===== config.mk =====
export PLATFORM = sky130hd
export DESIGN_NAME = div_module
export DESIGN_NICKNAME = d
export VERILOG_FILES = /design/src/rtl/div_module_pkg.sv /design/src/rtl/div_step.sv /design/src/rtl/div_module.sv
export SDC_FILE = /design/constraint.sdc
export NUM_CORES = 1
export LEC_CHECK = 0
export BUFFER_PORTS_ARGS = -buffer_cell sky130_fd_sc_hd__buf_2
export CAP_MARGIN = 40
export CORE_MARGIN = 2
export CORE_UTILIZATION = 50
export DETAILED_ROUTE_END_ITERATION = 8
export HOLD_SLACK_MARGIN = 0.05
export PLACE_DENSITY = 0.72
export SLEW_MARGIN = 10
export SYNTH_ARGS = -nofsm -noshare
export SYNTH_HDL_FRONTEND = slang
export SYNTH_HIERARCHICAL = 1
export SYNTH_SLANG_ARGS = --single-unit

===== constraint.sdc =====
create_clock -name clk -period 4.2 [get_ports clk]
set_clock_uncertainty 0.15 [all_clocks]
set_input_delay 1.26 -clock clk [delete_from_list [all_inputs] [get_ports clk]]
set_output_delay 1.26 -clock clk [all_outputs]
set_load 0.005 [all_outputs]

===== src/rtl/div_module_pkg.sv =====
// Shared definitions for the sequential restoring divider: FSM state encoding
// and the step-counter width derived from the dividend width.
package div_module_pkg;

  typedef enum logic {
    ST_IDLE = 1'b0,
    ST_CALC = 1'b1
  } state_t;

  // Counter must reach a_w-1; keep at least one bit for degenerate widths.
  function automatic int cnt_width(input int a_w);
    return (a_w > 1) ? $clog2(a_w) : 1;
  endfunction

endpackage


===== src/rtl/div_step.sv =====
// One restoring-division step: shift in the next dividend bit, trial-subtract
// the divisor, keep the difference only when it does not go negative.
module div_step #(
  parameter int B_W = 4
) (
  input  logic [B_W-1:0] rem_in,
  input  logic           bit_in,
  input  logic [B_W-1:0] divisor,
  output logic [B_W-1:0] rem_out,
  output logic           q_bit
);

  // The shifted remainder needs B_W+1 bits so the compare cannot wrap; the
  // result always drops back below the divisor and fits in B_W bits again.
  logic [B_W:0] shifted;

  // NOTE: every signal written here gets a value on every path, so no latch
  // can be inferred.
  always_comb begin
    shifted = {rem_in, bit_in};
    q_bit   = (shifted >= {1'b0, divisor});
    rem_out = q_bit ? B_W'(shifted - {1'b0, divisor}) : shifted[B_W-1:0];
  end

endmodule


===== src/rtl/div_module.sv =====
// Sequential unsigned restoring divider, one quotient bit per clock, with a
// start/busy/done handshake and registered quotient/remainder/div_zero.
module div_module
  import div_module_pkg::*;
#(
  parameter int A_W = 7,
  parameter int B_W = 4
) (
  input  logic           clk,
  input  logic           rst,
  input  logic           start,
  input  logic [A_W-1:0] din_a,
  input  logic [B_W-1:0] din_b,
  output logic           busy,
  output logic           done,
  output logic [A_W-1:0] quotient,
  output logic [B_W-1:0] remainder,
  output logic           div_zero
);

  localparam int CNT_W = cnt_width(A_W);

  state_t           state;
  logic [CNT_W-1:0] cnt;
  // Dividend bits leave at the MSB while quotient bits enter at the LSB, so
  // after A_W steps this register holds the quotient.
  logic [A_W-1:0]   dvd_sr;
  logic [B_W-1:0]   dsr;
  logic [B_W-1:0]   rem_r;

  logic [B_W-1:0]   rem_next;
  logic             q_bit;

  div_step #(.B_W(B_W)) u_step (
    .rem_in  (rem_r),
    .bit_in  (dvd_sr[A_W-1]),
    .divisor (dsr),
    .rem_out (rem_next),
    .q_bit   (q_bit)
  );

  // NOTE: sequential state uses non-blocking assignments so every register
  // samples the pre-edge values of the others.
  always_ff @(posedge clk or posedge rst) begin
    if (rst) begin
      state     <= ST_IDLE;
      cnt       <= '0;
      dvd_sr    <= '0;
      dsr       <= '0;
      rem_r     <= '0;
      busy      <= 1'b0;
      done      <= 1'b0;
      quotient  <= '0;
      remainder <= '0;
      div_zero  <= 1'b0;
    end else begin
      done <= 1'b0;
      case (state)
        ST_IDLE: begin
          if (start) begin
            if (din_b == '0) begin
              // Divide by zero completes at once without entering CALC.
              quotient  <= '1;
              remainder <= din_a[B_W-1:0];
              div_zero  <= 1'b1;
              done      <= 1'b1;
            end else begin
              dvd_sr <= din_a;
              dsr    <= din_b;
              rem_r  <= '0;
              cnt    <= '0;
              busy   <= 1'b1;
              state  <= ST_CALC;
            end
          end
        end
        ST_CALC: begin
          dvd_sr <= {dvd_sr[A_W-2:0], q_bit};
          rem_r  <= rem_next;
          cnt    <= cnt + CNT_W'(1);
          if (cnt == CNT_W'(A_W - 1)) begin
            quotient  <= {dvd_sr[A_W-2:0], q_bit};
            remainder <= rem_next;
            div_zero  <= 1'b0;
            done      <= 1'b1;
            busy      <= 1'b0;
            state     <= ST_IDLE;
          end
        end
        default: state <= ST_IDLE;
      endcase
    end
  end

endmodule


Yosys cells after proc, flatten, opt, wreduce, memory -nomap -nowiden
Index checks and enable logic that the tools add are counted.
{"block": "word_totals", "register_bits": 33, "inputBits": 14, "out_inout_bits": 14, "word_cells": 58}
{"block": "classes", "addsub": 2, "magnitude_cmp": 1, "eq_ne": 5, "muxes": 33, "bitwise_logic": 2, "reduce_logical": 5}
{"cell": "7-bit two-way mux", "n": 5}
{"cell": "7-bit one-hot mux with 2 select lines", "n": 2}
{"cell": "4-bit two-way mux", "n": 6}
{"cell": "4-bit one-hot mux with 2 select lines", "n": 2}
{"cell": "1-bit two-way mux", "n": 11}
{"cell": "3-bit AND reduction", "n": 3}
{"cell": "1-bit one-hot mux with 2 select lines", "n": 4}
{"cell": "3-bit two-way mux", "n": 2}
{"cell": "2-bit inequality test (second input constant)", "n": 3}
{"cell": "3-bit one-hot mux with 2 select lines", "n": 1}
{"cell": "5-bit by 4-bit greater-or-equal comparator with 1-bit output", "n": 1}
{"cell": "4-bit logical NOT", "n": 1}
{"cell": "4-bit subtractor", "n": 1}
{"cell": "3-bit by 1-bit adder with 3-bit output (second input constant)", "n": 1}
{"cell": "3-bit == test (second input constant)", "n": 1}
{"cell": "2-bit by 1-bit inequality test with 1-bit output (second input constant)", "n": 1}
{"cell": "1-bit inverter", "n": 2}
{"cell": "2-bit AND reduction", "n": 1}

Longest topological paths before layout
{"block": "logic_depth", "word_depth": 4, "depth_mapped": 8, "ltp_nobuf": 8}

By module
Netlist, hierarchy kept.
{"mod": "div_module", "instances": 1, "cells_each": 137, "area_each_um2": 1462.7, "seq_area_each_um2": 825.8}
{"mod": "div_step", "instances": 1, "cells_each": 28, "area_each_um2": 224.0, "seq_area_each_um2": 0.0}

Least setup slack after synthesis
Ideal clock, no wire load.
{"block": "synth_path", "kind": "input port to flip-flop", "startpoint": "in din_b[1]", "endpoint": "reg remainder[0]", "setup_ns": 0.119, "t_arrival_ns": 2.277, "t_required_ns": 3.931, "setup_slack_ns": 1.654, "path_stages": 4, "n_path_buf": 1, "path_cell_list": "or4_1 buf_2 o32a_1 o21a_1"}
{"block": "synth_between", "elab_chain_len": 3}
{"item": "start: declaration", "line": "div_module.sv:13", "rtl": "input logic [B_W-1:0] din_b,"}
{"item": "4-bit logical NOT", "line": "div_module.sv:61", "rtl": "if (din_b == '0) begin"}
{"item": "2-bit inequality test (no source line)"}
{"item": "3-bit AND reduction (no source line)"}
{"item": "end signal: assignment", "line": "div_module.sv:64", "rtl": "remainder <= din_a[B_W-1:0];"}
{"item": "end signal: assignment", "line": "div_module.sv:83", "rtl": "remainder <= rem_next;"}
{"item": "end: declaration", "line": "div_module.sv:17", "rtl": "output logic [B_W-1:0] remainder,"}
No other way between the ends.
A chain may end at the register's enable or synchronous reset.

Final worst setup path
{"block": "layout_path", "startpoint": "in din_b[1]", "endpoint": "reg remainder[3]"}
The elaborated chain is that of the path after synthesis.

==> run summary <==
Reg2reg start: state
Net switching power: 0.6391 mW
Synth Area in XOR/XNOR: 1.039%
Synth Register Bits: 33
Multiplexer area fraction after synthesis: 4.748%
Via count: 1320
Post-synth ARST share: 100.0%
Mapped Nets: 186
Placed wire-length estimate: 2.565 mm
Lkg Pwr: 0.8591 nW
Peak fanout along the critical path: 6
Synth Area in Compound Gates: 20.62%
Slowest CP cell: or4_1
Register area share after synthesis: 48.96%
Slew Limit Headroom: 51.13%
Chip height: 62.08 um
Slew at the pin with the worst max-slew slack: 725.1 ps
Critical Path Sink: remainder[3]
FF-to-FF End: dsr[0]
DRT Wirelength: 3.364 mm
DR WL/cell: 14.02 um
Vias in the first global route: 1263
Fillers: 313
Initial antenna violation count: 0
Placed cell count: 232
Status: completed
CP Cell Sequence: buf_2 -> or4_1 -> o32a_1 -> o21a_1
Sw frac: 39.76%
Starting DRC count in detailed routing: 40
Yosys synthesis warning count: 6
Initial Util: 51.35%
Area leader, netlist: dfrtp_1
Pins Over Slew Limit: 0
Layout area overhead: 13.80%
Period utilisation layout: 57.03%
Worst setup margin: 1805 ps
Hold WC Path Type: flip-flop to flip-flop
Clk_lat worst skew: 340 ps
Cells on worst reg2reg path: 4
Layout Cells excl Fill: 240
Std cell rows: 21
Hold Vio Cnt, Final: 0
Synth unique cells: 35
Boundary pin count: 28
Clk pwr share: 10.4%
GPL Wtd Cong: 0.7847
Peak VDD IR: 0.3162 mV
DP Worst Slack: 1452 ps
Startpoint Class: primary input
Hold path cells: 1
Avg Cell Area, Syn: 10.22 um^2
Combinational share of power: 51.7%
H-tree depth: 2
Critical path arrival: 2480 ps
Minimum clock period: 2395 ps
Critical Path Sink Type: flip-flop
Routed vias/inst: 5.500
Final ANT Viol Nets: 0
Final setup viols: 0
Core area: 3284 um^2
Die W: 62.08 um
Most used DFF post-synth: dfrtp_1
Pre-Repair DR Iteration Count: 4
EDFF count, synth: 0
Synth area leaders: dfrtp_1, a21oi_1, ha_1
Crit Path Class: primary input to flip-flop
Share of post-route cells with drive strength above 1: 24.74%
Hold WS: 351.6 ps
Max Fclk: 0.4175 GHz
CTS Buf Count: 5
First-pass GRT wire length: 5.402 mm
Critical path's largest stage delay: 650 ps
Internal reg-to-reg setup slack: 2170 ps
Largest net degree at the start of global routing: 19
Cts repair resizes: 0
Root Driver: clkbuf_4
Core Util, Final: 58.44%
Layout Nets: 214
RSZ-0062 raised after global routing: no
Largest family of logic cells by synthesized area: compound AO/OA/AOI/OAI gates
CTS clk-pin slew, worst paths: 90 ps
Sequential Power Share: 37.9%
Simple-Gate Fraction of Synth Area: 15.13%
Synth Area in Adders: 5.638%
Overflow after GRT: 0
Syn Inst Count: 165
Residual DRC: 0
Total GRT Usage: 19.66%
Worst EP required: 4280 ps
Internal: 0.9682 mW
Ant. Diodes: 0
Cts hold-fix bufs: 0
Post-Syn Area: 1687 um^2
Clock Sinks: 33
TritonCTS clock tree: done
Cell Pwr Density: 837.4 nW/um^2
Max-cap viol count: 0
Setup bufs post-CTS: 0
Clk buf depth: 2
Fin Setup TNS: 0 ps
I/O Buffers: 27
Critical Path Start: din_b[1]
Share of the synthesized area in the top cell type: 48.96%
Die area: 3854 um^2
registers in the layout, indices dropped and copies added, names as in the netlist:
signal / count
busy: 1
cnt: 3
div_zero: 1
done: 1
dsr: 4
dvd_sr: 7
quotient: 7
rem_r: 4
remainder: 4
state: 1
worst min-delay path by stage:
stage | start | end | slack, ps
after floorplan | rem_r[3] | rem_r[3] | 310
after global placement | busy | busy | 310
after detailed placement | busy | busy | 330
after CTS | remainder[3] | remainder[3] | 360
after global routing | remainder[0] | remainder[0] | 370
final | remainder[3] | remainder[3] | 350
power by group through the flow:
stage	Combinational (mW)	Sequential, mW	Clock [mW]
after floorplan	0.663	0.572	0
after global placement	0.783	0.624	0
after detailed placement	0.836	0.616	0
after CTS	0.841	0.610	0.177
after global routing	0.922	0.630	0.192
final	0.832	0.609	0.167
Yosys cell counts, types with 4 or more instances:
| cell | instances |
|---|---|
| nor2b_1 | 8 |
| inv_1 | 9 |
| nand2_1 | 16 |
| clkbuf_1 | 7 |
| o21a_1 | 4 |
| a32oi_1 | 4 |
| nand3_1 | 5 |
| ha_1 | 6 |
| dfrtp_1 | 33 |
| a22o_1 | 6 |
| o32a_1 | 4 |
| nor2_1 | 11 |
| a21oi_1 | 21 |
| mux2_2 | 4 |
layout by cell type (no fill, tap or decap), drive strengths merged, types with 2 or more instances in the layout:
cell,instances
mux2i,2
a21oi,22
mux2,5
nor3,2
nand3,5
o32a,4
nand2b,2
o21ai,4
buf,29
dfrtp,33
inv,9
nor2,14
o21a,4
clkbuf,8
ha,6
a22o,6
a32oi,4
nor2b,8
nand2,17
metal layers:
metal	track usage [%]	vias up	part of all wire [%]
met4	9.726	0	2.1
met3	6.418	7	3.4
li1	-	640	-
met1	22.76	650	42
met2	32.59	23	52
met5	0	-	0
worst max-delay path, delay by kind of cell:
kind | cells | cell delay [ps]
buffers and inverters | 1 | 130
AND/OR/NAND/NOR | 1 | 650
AO/OA/AOI/OAI | 2 | 440
per-stage QoR:
stage | cell area [um^2] | power, mW
after detailed placement | 1871 | 1.452
after floorplan | 1687 | 1.235
after global placement | 1856 | 1.407
after global routing | 1919 | 1.744
after CTS | 1919 | 1.628
final | 1919 | 1.607
final cells by class:
type                            instances  area, um^2  share of cell area (%)
Inverter                                9       33.78                   1.760
Multi-Input combinational cell        115       795.8                   41.46
Clock buffer                            8       48.80                   2.542
Sequential cell                        33       825.8                   43.02
Timing Repair Buffer                   29       157.7                   8.214
Tap cell                               46       57.56                   2.999
cell families after synthesis:
kind of cell / after synthesis
compound gates: 48
flops: 33
simple gates: 51
mux: 7
fa+ha+maj: 7
xor+xnor: 2
buf+inv: 17
No activity file was read; power rests on OpenSTA's default activity.
